**src/rtl/xadc_drp_config.sv**
```systemverilog
// xadc_drp_config: DRP initiator for xadc_wiz_0.
// After reset it writes a 4-entry configuration table over DRP, then reads
// the converted result of the configured aux channel on every matching
// end-of-conversion and presents it as a 12-bit sample.
// Optional build macro: XADC_READBACK_VERIFY_EN adds a read-back compare
// after every configuration write (8 DRP transactions per config pass).
//
// state       | meaning
// ------------+----------------------------------------------------------
// WR_REQ      | issue DRP write of table[idx] (den+dwe for one cycle)
// WR_WAIT     | wait for drdy of the write, addr/data held
// VF_REQ      | issue read-back of table[idx] address (verify build only)
// VF_WAIT     | wait for read-back drdy and compare (verify build only)
// RUN         | configured; watch eoc for the aux channel
// RD_WAIT     | wait for drdy of the sample read
// ERR         | timeout or verify mismatch; DRP idle until restart
module xadc_drp_config #(
  parameter logic [15:0] CFG_REG0 = 16'h9000,
  parameter logic [15:0] CFG_REG1 = 16'h2000,
  parameter logic [15:0] CFG_REG2 = 16'h0400,
  parameter int unsigned AUX_CH   = 3,
  parameter int unsigned TIMEOUT  = 255
) (
  input  logic        clk,
  input  logic        rst_n,
  input  logic        restart,
  input  logic        eoc_in,
  input  logic [4:0]  channel_in,
  input  logic        drdy_in,
  input  logic [15:0] do_in,
  output logic [6:0]  daddr_out,
  output logic        den_out,
  output logic        dwe_out,
  output logic [15:0] di_out,
  output logic [11:0] sample,
  output logic        sample_valid,
  output logic        cfg_done,
  output logic        err
);

  typedef enum logic [2:0] {
    ST_WR_REQ  = 3'd0,
    ST_WR_WAIT = 3'd1,
    ST_RUN     = 3'd2,
    ST_RD_WAIT = 3'd3,
    ST_ERR     = 3'd4,
    ST_VF_REQ  = 3'd5,
    ST_VF_WAIT = 3'd6
  } state_t;

  localparam logic [4:0]  AUX_CHAN = 5'(16 + AUX_CH);
  localparam logic [7:0]  TMO      = 8'(TIMEOUT);
  localparam logic [15:0] AUX_MASK = 16'h0001 << AUX_CH;

  state_t      state_q, state_d;
  logic [1:0]  idx_q, idx_d;
  logic [7:0]  cnt_q, cnt_d;
  logic [4:0]  rd_addr_q, rd_addr_d;
  logic [11:0] sample_q, sample_d;
  logic        sv_q, sv_d;
  logic        pend_q, pend_d;
  logic        go_q;

  logic [6:0]  tbl_addr;
  logic [15:0] tbl_data;
  state_t      adv_state;
  logic [1:0]  adv_idx;
  logic        restart_now;
  logic        timeout_hit;
  logic        unused_do;

  // Low nibble of DRP read data is below the 12-bit ADC resolution.
  assign unused_do   = ^do_in[3:0];
  assign restart_now = pend_q | restart;
  assign timeout_hit = (cnt_q == TMO);

  // Configuration table lookup by index.
  always_comb begin
    tbl_addr = 7'h00;
    tbl_data = 16'h0000;
    case (idx_q)
      2'd0: begin tbl_addr = 7'h40; tbl_data = CFG_REG0; end
      2'd1: begin tbl_addr = 7'h41; tbl_data = CFG_REG1; end
      2'd2: begin tbl_addr = 7'h42; tbl_data = CFG_REG2; end
      default: begin tbl_addr = 7'h49; tbl_data = AUX_MASK; end
    endcase
  end

  // Where a completed config entry leads: deferred restart, next entry, or RUN.
  always_comb begin
    adv_state = ST_WR_REQ;
    adv_idx   = idx_q;
    if (restart_now) begin
      adv_idx = 2'd0;
    end else if (idx_q == 2'd3) begin
      adv_state = ST_RUN;
    end else begin
      adv_idx = idx_q + 2'd1;
    end
  end

  // Next-state and DRP output decode.
  always_comb begin
    state_d   = state_q;
    idx_d     = idx_q;
    cnt_d     = cnt_q;
    rd_addr_d = rd_addr_q;
    sample_d  = sample_q;
    sv_d      = 1'b0;
    pend_d    = restart_now;
    den_out   = 1'b0;
    dwe_out   = 1'b0;
    daddr_out = 7'h00;
    di_out    = 16'h0000;

    case (state_q)
      ST_WR_REQ: begin
        // go_q keeps the port quiet in the first cycle after reset release
        if (go_q) begin
          den_out   = 1'b1;
          dwe_out   = 1'b1;
          daddr_out = tbl_addr;
          di_out    = tbl_data;
          cnt_d     = 8'd0;
          state_d   = ST_WR_WAIT;
        end
      end

      ST_WR_WAIT: begin
        daddr_out = tbl_addr;
        di_out    = tbl_data;
        cnt_d     = cnt_q + 8'd1;
        if (drdy_in) begin
`ifdef XADC_READBACK_VERIFY_EN
          state_d = ST_VF_REQ;
`else
          state_d = adv_state;
          idx_d   = adv_idx;
          pend_d  = 1'b0;
`endif
        end else if (timeout_hit) begin
          state_d = ST_ERR;
        end
      end

`ifdef XADC_READBACK_VERIFY_EN
      ST_VF_REQ: begin
        den_out   = 1'b1;
        daddr_out = tbl_addr;
        cnt_d     = 8'd0;
        state_d   = ST_VF_WAIT;
      end

      ST_VF_WAIT: begin
        daddr_out = tbl_addr;
        cnt_d     = cnt_q + 8'd1;
        if (drdy_in) begin
          if (do_in != tbl_data) begin
            state_d = ST_ERR;
          end else begin
            state_d = adv_state;
            idx_d   = adv_idx;
            pend_d  = 1'b0;
          end
        end else if (timeout_hit) begin
          state_d = ST_ERR;
        end
      end
`endif

      ST_RUN: begin
        pend_d = 1'b0;
        if (restart) begin
          idx_d   = 2'd0;
          state_d = ST_WR_REQ;
        end else if (eoc_in && (channel_in == AUX_CHAN)) begin
          den_out   = 1'b1;
          daddr_out = {2'b00, channel_in};
          rd_addr_d = channel_in;
          cnt_d     = 8'd0;
          state_d   = ST_RD_WAIT;
        end
      end

      ST_RD_WAIT: begin
        daddr_out = {2'b00, rd_addr_q};
        cnt_d     = cnt_q + 8'd1;
        if (drdy_in) begin
          sample_d = do_in[15:4];
          sv_d     = 1'b1;
          pend_d   = 1'b0;
          if (restart_now) begin
            idx_d   = 2'd0;
            state_d = ST_WR_REQ;
          end else begin
            state_d = ST_RUN;
          end
        end else if (timeout_hit) begin
          state_d = ST_ERR;
        end
      end

      ST_ERR: begin
        pend_d = 1'b0;
        if (restart_now) begin
          idx_d   = 2'd0;
          state_d = ST_WR_REQ;
        end
      end

      default: begin
        idx_d   = 2'd0;
        state_d = ST_WR_REQ;
      end
    endcase
  end

  // State and datapath registers.
  always_ff @(posedge clk or negedge rst_n) begin
    if (!rst_n) begin
      state_q   <= ST_WR_REQ;
      idx_q     <= 2'd0;
      cnt_q     <= 8'd0;
      rd_addr_q <= 5'd0;
      sample_q  <= 12'd0;
      sv_q      <= 1'b0;
      pend_q    <= 1'b0;
      go_q      <= 1'b0;
    end else begin
      state_q   <= state_d;
      idx_q     <= idx_d;
      cnt_q     <= cnt_d;
      rd_addr_q <= rd_addr_d;
      sample_q  <= sample_d;
      sv_q      <= sv_d;
      pend_q    <= pend_d;
      go_q      <= 1'b1;
    end
  end

  assign sample       = sample_q;
  assign sample_valid = sv_q;
  assign cfg_done     = (state_q == ST_RUN);
  assign err          = (state_q == ST_ERR);

endmodule
```
**config.mk**
```make
export PLATFORM = sky130hd
export DESIGN_NAME = xadc_drp_config
export DESIGN_NICKNAME = d
export VERILOG_FILES = /design/src/rtl/xadc_drp_config.sv
export SDC_FILE = /design/constraint.sdc
export NUM_CORES = 1
export LEC_CHECK = 0
export BUFFER_PORTS_ARGS = -buffer_cell sky130_fd_sc_hd__clkbuf_2
export CORE_UTILIZATION = 52
export CTS_BUF_LIST = sky130_fd_sc_hd__clkbuf_16
export CTS_CLUSTER_DIAMETER = 80
export DETAILED_ROUTE_END_ITERATION = 8
export PLACE_DENSITY = 0.94
export SKIP_CTS_REPAIR_TIMING = 1
export SLEW_MARGIN = 5
export SYNTH_ARGS = -nofsm -noshare
export SYNTH_HDL_FRONTEND = slang
export SYNTH_SLANG_ARGS = --single-unit
```
**constraint.sdc**
```tcl
create_clock -name clk -period 2.7 [get_ports clk]
set_input_delay 0.135 -clock clk [delete_from_list [all_inputs] [get_ports clk]]
set_output_delay 0.135 -clock clk [all_outputs]
set_load 0.02 [all_outputs]
```
# == Word-level counts from Yosys, hierarchy flattened ==
# Index checks and enable logic that the tools add are counted.
# W data, S select, Z words.
# classes
add_sub_neg,2
n_eq_ne,18
muxes,39
n_bitwise,3
reduce_logical,11
# op_table
cell,count
$pmux W16 S3,1
$pmux W16 S2,1
$pmux W7 S4,1
$mux W8,3
$pmux W8 S3,1
$mux W3,7
$mux W2,9
$mux W16,1
$pmux W3 S5,1
$pmux W4 S3,1
$mux W5,2
$ne A2 B2 Y1 const B,5
$pmux W2 S5,1
$add A8 B1 Y8 const B,1
$eq A8 B8 Y1 const B,1
$mux W1,7
$mux W7,1
$eq A3 B2 Y1 const B,2
$reduce_and A3 Y1,2
$eq A5 B5 Y1 const B,1
$reduce_and A5 Y1,1
$eq A2 B2 Y1 const B,2
$ne A2 B1 Y1 const B,2
$pmux W1 S2,2
15 further kinds,17
# totals
register_bits,33
in_bits,26
out_inout_bits,40
elab_cells,81

# == Logic depth before layout (Yosys ltp) ==
# Gate-level depths: netlist of the first run.
# depth
depth_word,5
depth_mapped,6
mapped_depth_nobuf,5

# == Least setup slack after synthesis of the first run ==
# OpenSTA, ideal clock, no wires.
# synth_path
path_kind,reg-to-output
startpoint,reg state_q[1]
endpoint,out daddr_out[3]
arrival_time_ns,1.817
t_required_ns,2.565
slack_ns,0.748
path_stages_with_launch,5
n_path_buf,1
path_cell_list,dfrtp_1 -> buf_2 -> nor3_1 -> and2_1 -> a21o_1
# synth_via
elab_chain_cells,2
elab_cells_between_ends,5
classes_between,eq/ne (3); mux (1); reduce/logical (1)
# synth_rtl
element,line_no,source
"start, declared",55,"state_t state_q, state_d;"
"start signal, assigned",230,state_q <= state_d;
"$eq A3 B2 Y1, or another cell as far along",116,case (state_q)
$pmux W7 S4 (*),116,
"end, declared",31,"output logic [6:0] daddr_out,"
# Mark *: on every way between the ends. The rest lies on a longest branch, timed or not.

# == Final worst setup path of the first run ==
# layout_path
startpoint,reg state_q[1]
endpoint,out den_out
# layout_via
elab_chain_cells,2
elab_cells_between_ends,3
classes_between,eq/ne (1); mux (1); reduce/logical (1)
# layout_rtl
element,line_no,source
$eq A3 B2 Y1 or $logic_not A3 Y1 (tied branches),116,
$pmux W1 S2 (*),116,
"end, declared",32,"output logic den_out,"
# Marks and branches as above.

==> results.yml, run 1 <==
clock_tree:
  cts_root_buffer: "clkbuf_16"
  cts_tree: "done"
  cts_buffer_depth: 2
  clk_pin_slew_ps: 50
  cts_buffers: 5
  htree_levels: 2
  clk_latency_ps: 270
  cts_sinks: 33
yosys:
  syn-cell-area_um2: 1730
  synth_ff_type: "dfrtp_1"
  synth.top_cell.area_share: 0.477
  synth_warnings: 0
  syn_avg_cell_area_um2: 10.6
  syn_inst: 163
  synth-edff-count: 0
  yosysSeqAreaShare: 0.477
  synth_area_leaders: "dfrtp_1 48%, buf_4 6.1%, mux2_1 5.9%, ha_1 3.6%, mux2_2 3.3%"
  synthTopCellsByCount: "33 x dfrtp_1, 14 x buf_4, 9 x mux2_1"
  async_flop_share: 1.00
  synth_area_leader_cell: "dfrtp_1"
  synth_seq_cells: 33
  synth.distinct_cells: 41
  synth.most_common_cell: "dfrtp_1"
power:
  vdd_ir_drop_max_mv: 0.696
  power_uw: 2100
  power_leakage_uw: 0.00110
  powerDensity_nw_per_um2: 994
critical_path:
  crit_start: "state_q[1]"
  cp-end-kind: "primary output"
  slowest_delay_ps: 610
  critPathTopFamily: "simple AND/OR/NAND/NOR gates"
  start_kind: "flip-flop"
  path_buf_inv: 1
  path_cells: "and4b_1 -> a21oi_1 -> nor3_1 -> clkbuf_2"
  crit_required_ps: 2570
  path_max_fanout: 14
  cp_slowest_cell: "dfrtp_1"
  cp.arrival_ps: 2070
  r2r_start: "state_q[0]"
  critical_path_class: "flip-flop to primary output"
final_layout:
  fill_cells: 267
  num_antenna_cells: 0
  final_util: 0.681
  regArea_um2: 826
  area_growth_pct: 22.1
  fin_nets: 244
  layout-drive-gt1-share: 0.308
  multiInputGateArea_um2: 807
  final_area_um2: 2110
timing:
  whs_ps: -57.0
  maxSlewViolCount: 0
  worst_pin_slew_ps: 806
  setup_viol: 0
  fin_setup_tns_ps: 0
  min_period_over_period: 0.816
  rsz0062_at_grt: "false"
  fin_skew_ps: 4.44
  slew_headroom: 0.462
  hold_viol: 33
  max_freq_mhz: 454
  period_minus_slack_ps: 2200
routing:
  met2_length_mm: 1.79
  ant_nets: 0
  drt_wl_total_mm: 3.46
  wirelength_met1_mm: 1.39
  dr.pass1.iters: 5
  wl_met3_um: 253
  drc_errors: 0
  post_drt_wl_per_cell_um: 13.4
  drtIter0Drc: 45
  vias_per_cell: 5.33
  num_vias: 1376
  topRoutingLayerUsed: "met4"
hold_path:
  hold_class: "primary input to asynchronous set/reset pin"
grt:
  grt_pass1_vias: 1322
  grt_pass1_wl_mm: 5.75
  grt_antenna_before_repair: 0
  gr-total-overflow: 0
  gr-usage-all-layers: 0.219
  grt_max_degree: 34
floorplanning:
  die_y_um: 59.7
  die_x_um: 59.7
  core_um2: 3100
  fp.dieArea_um2: 3560
  io_pins: 66
  rows: 20
  start_util: 0.558
run_status:
  status: "complete, but fails checks"
  violations: "hold timing"
placement:
  place_hpwl_mm: 2.41
  place.gp.congestion: 0.835
  place_area_um2: 1950
  numPortBuffers: 49
flow_run:
  max-cap-violations: 0
layout make-up:
cell class                 instances  area share
timing repair buffer              50       0.120
clock inverter                     3      0.0178
sequential                        33       0.391
multi-input combinational        120       0.382
tap                               44      0.0260
clock buffer                       5      0.0592
inverter                           3     0.00533
per-layer routing:
layer  vias up  global-route usage
li1        645                   -
met1       668               0.241
met2        61               0.402
met3         2              0.0736
met4         0              0.0532
met5         -                   0
where the power goes:
part / internal [uW] / total, uW / switching [uW]
Sequential: 636 / 765 / 129
Clock: 428 / 623 / 195
Combinational: 285 / 714 / 429
Total: 1350 / 2100 / 753
logic make-up after synthesis:
group / Yosys count / share of synthesized area
other cells: 2 / 0.00434
xor+xnor: 1 / 0.00506
buf+inv: 21 / 0.0809
compound gates: 25 / 0.101
fa+ha+maj: 5 / 0.0361
flops: 33 / 0.477
simple gates: 60 / 0.193
mux: 16 / 0.103
sequential cells by signal (all words and copies together) (netlist names):
register and flops:
sample 12, cnt_q 8, rd_addr_q 5, state_q 3
idx_q 2, go_q 1, pend_q 1, sample_valid 1
worst register-to-register path: cells and delay by family (launching register included):
| kind | cells | cell delay, ps |
|---|---|---|
| DFF | 1 | 610 |
| buffers and inverters | 1 | 200 |
| and+or+nand+nor | 3 | 620 |
| muxes | 1 | 370 |
stage by stage:
step | instances | hold WS [ps] | worst slack, ps
detailed placement | 250 | 264 | 834
finish | 258 | -57.0 | 498
CTS | 258 | -29.3 | 551
global route | 258 | 13.2 | 444
global placement | 250 | 260 | 881
floorplan | 174 | -161 | 748
path summary, 6_finish.rpt:
check | slack (ps) | to | cells after the start
worst min-delay path | -60 | cnt_q[1] | 1
max in group asynchronous | 2250 | rd_addr_q[0] | 1
worst max-delay path | 500 | den_out | 4
min in group clk | 70 | sample[11] | 2
worst min register to register | 460 | rd_addr_q[0] | 1
worst max register to register | 780 | sample[7] | 5
layout by cell type, fill, tap and decap left out, types with 2 or more instances in the layout:
| cell type | netlist | layout |
|---|---|---|
| nor3_1 | 5 | 5 |
| ha_1 | 5 | 5 |
| inv_1 | 3 | 4 |
| nor3b_1 | 2 | 2 |
| nor2_1 | 8 | 8 |
| conb_1 | 2 | 13 |
| and2_1 | 8 | 8 |
| a21o_1 | 3 | 3 |
| nand3_1 | 8 | 8 |
| clkbuf_16 | 0 | 5 |
| mux2_2 | 5 | 5 |
| clkbuf_2 | 0 | 49 |
| a22o_1 | 4 | 4 |
| a21oi_1 | 5 | 5 |
| nor2b_1 | 2 | 2 |
| or3_1 | 7 | 7 |
| o21ai_0 | 4 | 4 |
| mux2i_1 | 2 | 2 |
| mux2_1 | 9 | 9 |
| dfrtp_1 | 33 | 33 |
| nand2b_1 | 5 | 5 |
| nand2_1 | 8 | 8 |
No activity file was read; power rests on OpenSTA's default activity.
==> run 2: changes to the inputs <==
- CORE_UTILIZATION: 52 -> 44
- PLACE_DENSITY: 0.94 -> 0.86
- clock period: 2.7 -> 1.8 ns (I/O delays scaled with it)
==> run 2 against run 1 <==
Net effect: the flow now finishes without violations; register-to-register slack lost 580 ps; sequential power grew 44%; non-clock buffer count grew 7; clock power grew 56%; routed wire length is essentially flat; sequential share of layout area shrank 1.5 points; critical endpoint is now daddr_out[3].
==> results.yml, run 2 (synthesized netlist as in run 1, its figures left out) <==
clock_tree:
  cts_tree: "done"
  clk_pin_slew_ps: 50
  cts_root_buffer: "clkbuf_16"
  cts_buffers: 5
  clk_latency_ps: 280
  cts_buffer_depth: 2
  cts_sinks: 33
  htree_levels: 2
routing:
  ant_nets: 0
  drtIter0Drc: 56
  vias_per_cell: 5.14
  drc_errors: 0
  num_vias: 1384
  post_drt_wl_per_cell_um: 12.9
  dr.pass1.iters: 4
  drt_wl_total_mm: 3.46
final_layout:
  num_antenna_cells: 0
  stdcell_count: 269
  fill_cells: 338
  fin_nets: 251
  final_cell_mix: "49 x clkbuf_2, 33 x dfrtp_1, 13 x conb_1"
  multiInputGateArea_um2: 823
  area_growth_pct: 27.0
  layout-drive-gt1-share: 0.344
  regArea_um2: 826
  largest_reg_flops: 12
  final_common_cell: "clkbuf_2"
placement:
  place_hpwl_mm: 2.50
  place.gp.congestion: 0.760
  numPortBuffers: 49
  dpl.cell_count: 260
timing:
  period_minus_slack_ps: 1700
  whs_ps: 19.3
  min_period_over_period: 0.946
  fin_skew_ps: 3.94
  slew_headroom: 0.469
  worst_pin_slew_ps: 796
  fin_setup_tns_ps: 0
  hold_viol: 0
  setup_viol: 0
  max_freq_mhz: 587
  maxSlewViolCount: 0
  rsz0062_at_grt: "false"
hold_path:
  holdPathStages: 2
  hold_class: "primary input to flip-flop"
critical_path:
  start_kind: "flip-flop"
  path_max_fanout: 9
  crit_required_ps: 1710
  critical_path_class: "flip-flop to primary output"
  reg2reg_depth: 4
  cp.arrival_ps: 1610
  cp-end-kind: "primary output"
power:
  power_leakage_uw: 0.00114
  powerDensity_nw_per_um2: 1470
  vdd_ir_drop_max_mv: 1.23
grt:
  grt_max_degree: 34
  grt_pass1_vias: 1295
  gr-total-overflow: 0
  grt_pass1_wl_mm: 5.69
  gr-usage-all-layers: 0.184
  grt_antenna_before_repair: 0
floorplanning:
  die_x_um: 64.7
  start_util: 0.466
  die_y_um: 64.7
  fp.dieArea_um2: 4190
  rows: 22
  io_pins: 66
  core_um2: 3720
run_status:
  status: "complete, no violations"
flow_run:
  max-cap-violations: 0
run 2: path summary, 6_finish.rpt:
kind / from / end / slack, ps
setup / recovery: state_q[1] / daddr_out[3] / 100
hold / removal: do_in[15] / sample[11] / 20
setup reg to reg: state_q[1] / cnt_q[0] / 200
hold reg to reg: rd_addr_q[0] / rd_addr_q[0] / 460
max in group asynchronous: rst_n / cnt_q[3] / 860
min in group asynchronous: rst_n / sample[2] / 440
run 2: where the power goes:
group	switching [uW]	internal (uW)	total, uW
registers	142	955	1100
clock network	316	654	969
logic	697	473	1170
total	1150	2080	3240
run 2: stage by stage:
| step | setup WS, ps | power, uW | instance area [um2] | utilization |
|---|---|---|---|---|
| global placement | 275 | 2230 | 2010 | 0.540 |
| global route | 1.41 | 3430 | 2200 | 0.592 |
| finish | 96.7 | 3240 | 2200 | 0.592 |
| floorplan | 158 | 1920 | 1780 | - |
| detailed placement | 246 | 2270 | 2010 | 0.540 |
| CTS | 4.60 | 3250 | 2180 | 0.586 |
run 2: final cells by class:
cell class,count,area share
clock buffers,5,0.0569
clock inverters,3,0.0210
inverters,3,0.00512
multi-input cells,120,0.374
flip-flops and latches,33,0.375
well taps,48,0.0273
repair buffers,57,0.140
run 2: layer usage:
layer  wire length, um  share of wire  track usage
met4                83          0.024        0.128
met3               191          0.055       0.0423
met2              1670           0.48        0.302
met5                 0              0            0
met1              1510           0.44        0.210
run 2: critical path, stage by stage, from the launching register on:
cell	delay, ps
dfrtp_1	430
buf_4	200
nor3_4	270
and2_1	190
a21o_1	90
clkbuf_2	160
==> run 3: changes to the inputs <==
- ABC_AREA: not set -> 1
- CORE_ASPECT_RATIO: not set -> 2
- PLACE_DENSITY: 0.86 -> 0.85
==> run 3 against run 2 <==
Net effect: via count up 21%; combinational power up 18%; area after synthesis is 5.2% higher; global-route usage increased by 4.5 points; total power rose by 2.9%; clock skew is essentially flat; register-to-register slack better by 150 ps; die area is 5.4% higher; critical path depth up 1; fmax down 1.4%; cell area is 0.40% higher; clock power fell by 15%; critical path type unchanged; critical endpoint is now di_out[15]; largest power group unchanged; highest routed layer unchanged.
==> results.yml, run 3 <==
routing:
  vias_per_cell: 4.83
  post_drt_wl_per_cell_um: 11.8
  dr.pass1.iters: 4
  num_vias: 1677
  drc_errors: 0
  drt_wl_total_mm: 4.10
  drtIter0Drc: 30
  ant_nets: 0
power:
  power_uw: 3330
  vdd_ir_drop_max_mv: 0.902
  power_leakage_uw: 0.00132
  powerDensity_nw_per_um2: 1510
placement:
  pre_cts_slack_ps: 356
  place.gp.congestion: 0.866
  place_hpwl_mm: 3.18
  dpl.cell_count: 338
  numPortBuffers: 49
yosys:
  synth_seq_cells: 33
  synth-edff-count: 0
  synth.distinct_cells: 30
  synthTopCellsByCount: "93 x nand2_1, 33 x dfrtp_1, 24 x inv_1"
  synth_ff_type: "dfrtp_1"
  syn_inst: 242
  synth_area_leader_cell: "dfrtp_1"
  async_flop_share: 1.00
  syn_avg_cell_area_um2: 7.53
  synth_warnings: 0
  synth.top_cell.area_share: 0.453
  synth_area_leaders: "dfrtp_1 45%, nand2_1 19%, buf_4 6.2%, inv_1 4.9%, nand3_1 4.4%"
  syn-cell-area_um2: 1820
  synth.most_common_cell: "nand2_1"
  yosysSeqAreaShare: 0.453
clock_tree:
  cts_buffers: 5
  cts_root_buffer: "clkbuf_16"
  cts_buffer_depth: 2
  cts_tree: "done"
  htree_levels: 2
  cts_sinks: 33
  clk_latency_ps: 280
  clk_pin_slew_ps: 60
run_status:
  status: "complete, no violations"
final_layout:
  final_cell_mix: "93 x nand2_1, 49 x clkbuf_2, 33 x dfrtp_1"
  final_common_cell: "nand2_1"
  num_antenna_cells: 0
  layout-drive-gt1-share: 0.243
  stdcell_count: 347
  largest_reg_flops: 12
  fin_nets: 326
  area_growth_pct: 21.2
timing:
  min_period_over_period: 0.960
  fin_skew_ps: 4.34
  slew_headroom: 0.468
  period_minus_slack_ps: 1730
  rsz0062_at_grt: "true"
  worst_pin_slew_ps: 798
  maxSlewViolCount: 0
  hold_viol: 0
  setup_viol: 0
  max_freq_mhz: 579
  setup_ws_ps: 71.9
grt:
  grt_pass1_wl_mm: 7.22
  grt_max_degree: 34
  gr-total-overflow: 0
  gr-usage-all-layers: 0.229
  grt-busiest-layer: "met2"
  grtUsageMet2: 0.392
  grt_pass1_vias: 1759
  grtUsageMet1: 0.236
  grt_antenna_before_repair: 0
  gr-usage-met3: 0.0425
floorplanning:
  fp.dieArea_um2: 4420
  rows: 32
  io_pins: 66
  die_x_um: 47.5
  die_y_um: 93
  start_util: 0.464
  core_um2: 3920
critical_path:
  path_cells: "nor2_2 -> nand2_1 -> o21ai_2 -> inv_2 -> nor2_1 -> clkbuf_2"
  path_buf_inv: 2
  slowest_delay_ps: 450
  critPathTopFamily: "flip-flops"
  cp.arrival_ps: 1640
  cp_slowest_cell: "dfrtp_1"
  critical_path_class: "flip-flop to primary output"
  start_kind: "flip-flop"
  cp-end-kind: "primary output"
  crit_required_ps: 1710
  path_max_fanout: 5
hold_path:
  hold_class: "primary input to flip-flop"
flow_run:
  max-cap-violations: 0
==> run 3: cell types whose count changed in the layout (fill, tap and decap cells not counted), moves of 3 or more <==
cell / previous run / this run
a22o_1: 4 / 0
and2_1: 8 / 0
buf_4: 7 / 1
inv_1: 3 / 24
inv_2: 0 / 4
mux2_1: 9 / 0
mux2_2: 5 / 0
nand2_1: 8 / 93
nand2b_1: 5 / 0
nand3_1: 7 / 16
nor2_1: 8 / 20
or2_2: 1 / 4
or3_1: 7 / 0
==> run 3: kinds of logic (layout without fill, tap and decap cells) <==
group,count (synthesis),count (layout),synth area share
other,2,13,0.00412
and+or+nand+nor,143,143,0.329
AOI/OAI and AO/OA,14,14,0.0515
DFF,33,33,0.453
buffers and inverters,45,88,0.128
adders and majority gates,5,5,0.0343
==> run 3: routing by layer <==
metal  part of all wire  wire length (um)  vias up
met5                  0                 0        -
met2               0.56              2280       71
met4              0.046               190        0
li1                   -                 -      823
met3              0.048               196       16
met1               0.35              1430      767
==> run 3: path summary, 6_finish.rpt <==
check	startpoint	to	slack, ps	depth (start not counted)
max reg2reg	state_q[2]	sample[6]	350	7
min	do_in[11]	sample[7]	4	3
max in group asynchronous	rst_n	rd_addr_q[1]	870	2
min reg2reg	sample[7]	sample[7]	480	2
max	state_q[1]	di_out[15]	70	6
min in group asynchronous	rst_n	sample[2]	430	2
==> run 3: tightest hold or removal path, cell delays in order <==
cell,delay [ps]
clkbuf_2,70
nand2_1,40
nand2_1,40
==> run 3: metrics by stage <==
| step | hold slack (ps) | area, um2 | utilization | setup TNS, ps |
|---|---|---|---|---|
| 6_report | 3.80 | 2210 | 0.563 | 0 |
| 5_1_grt | 21.0 | 2210 | 0.563 | -76.0 |
| 4_1_cts | -84.3 | 2200 | 0.560 | 0 |
| 3_5_place_dp | 219 | 2060 | 0.524 | 0 |
| 3_3_place_gp | 207 | 2060 | 0.524 | 0 |
| 2_1_floorplan | -206 | 1860 | - | 0 |
==> run 3: layout make-up <==
| type | count | area [um2] |
|---|---|---|
| inverters | 29 | 109 |
| well taps | 51 | 63.8 |
| multi-input cells | 175 | 805 |
| clock buffers | 5 | 125 |
| fillers | 389 | 1720 |
| flip-flops and latches | 33 | 826 |
| clock inverters | 3 | 17.5 |
| repair buffers | 51 | 263 |
==> run 3: where the power goes <==
part           switching, uW  total, uW  leakage [uW]  internal, uW
clock network            318        825     0.0000696           506
registers                176       1130      0.000419           952
logic                    932       1380      0.000832           444
total                   1430       3330       0.00132          1900
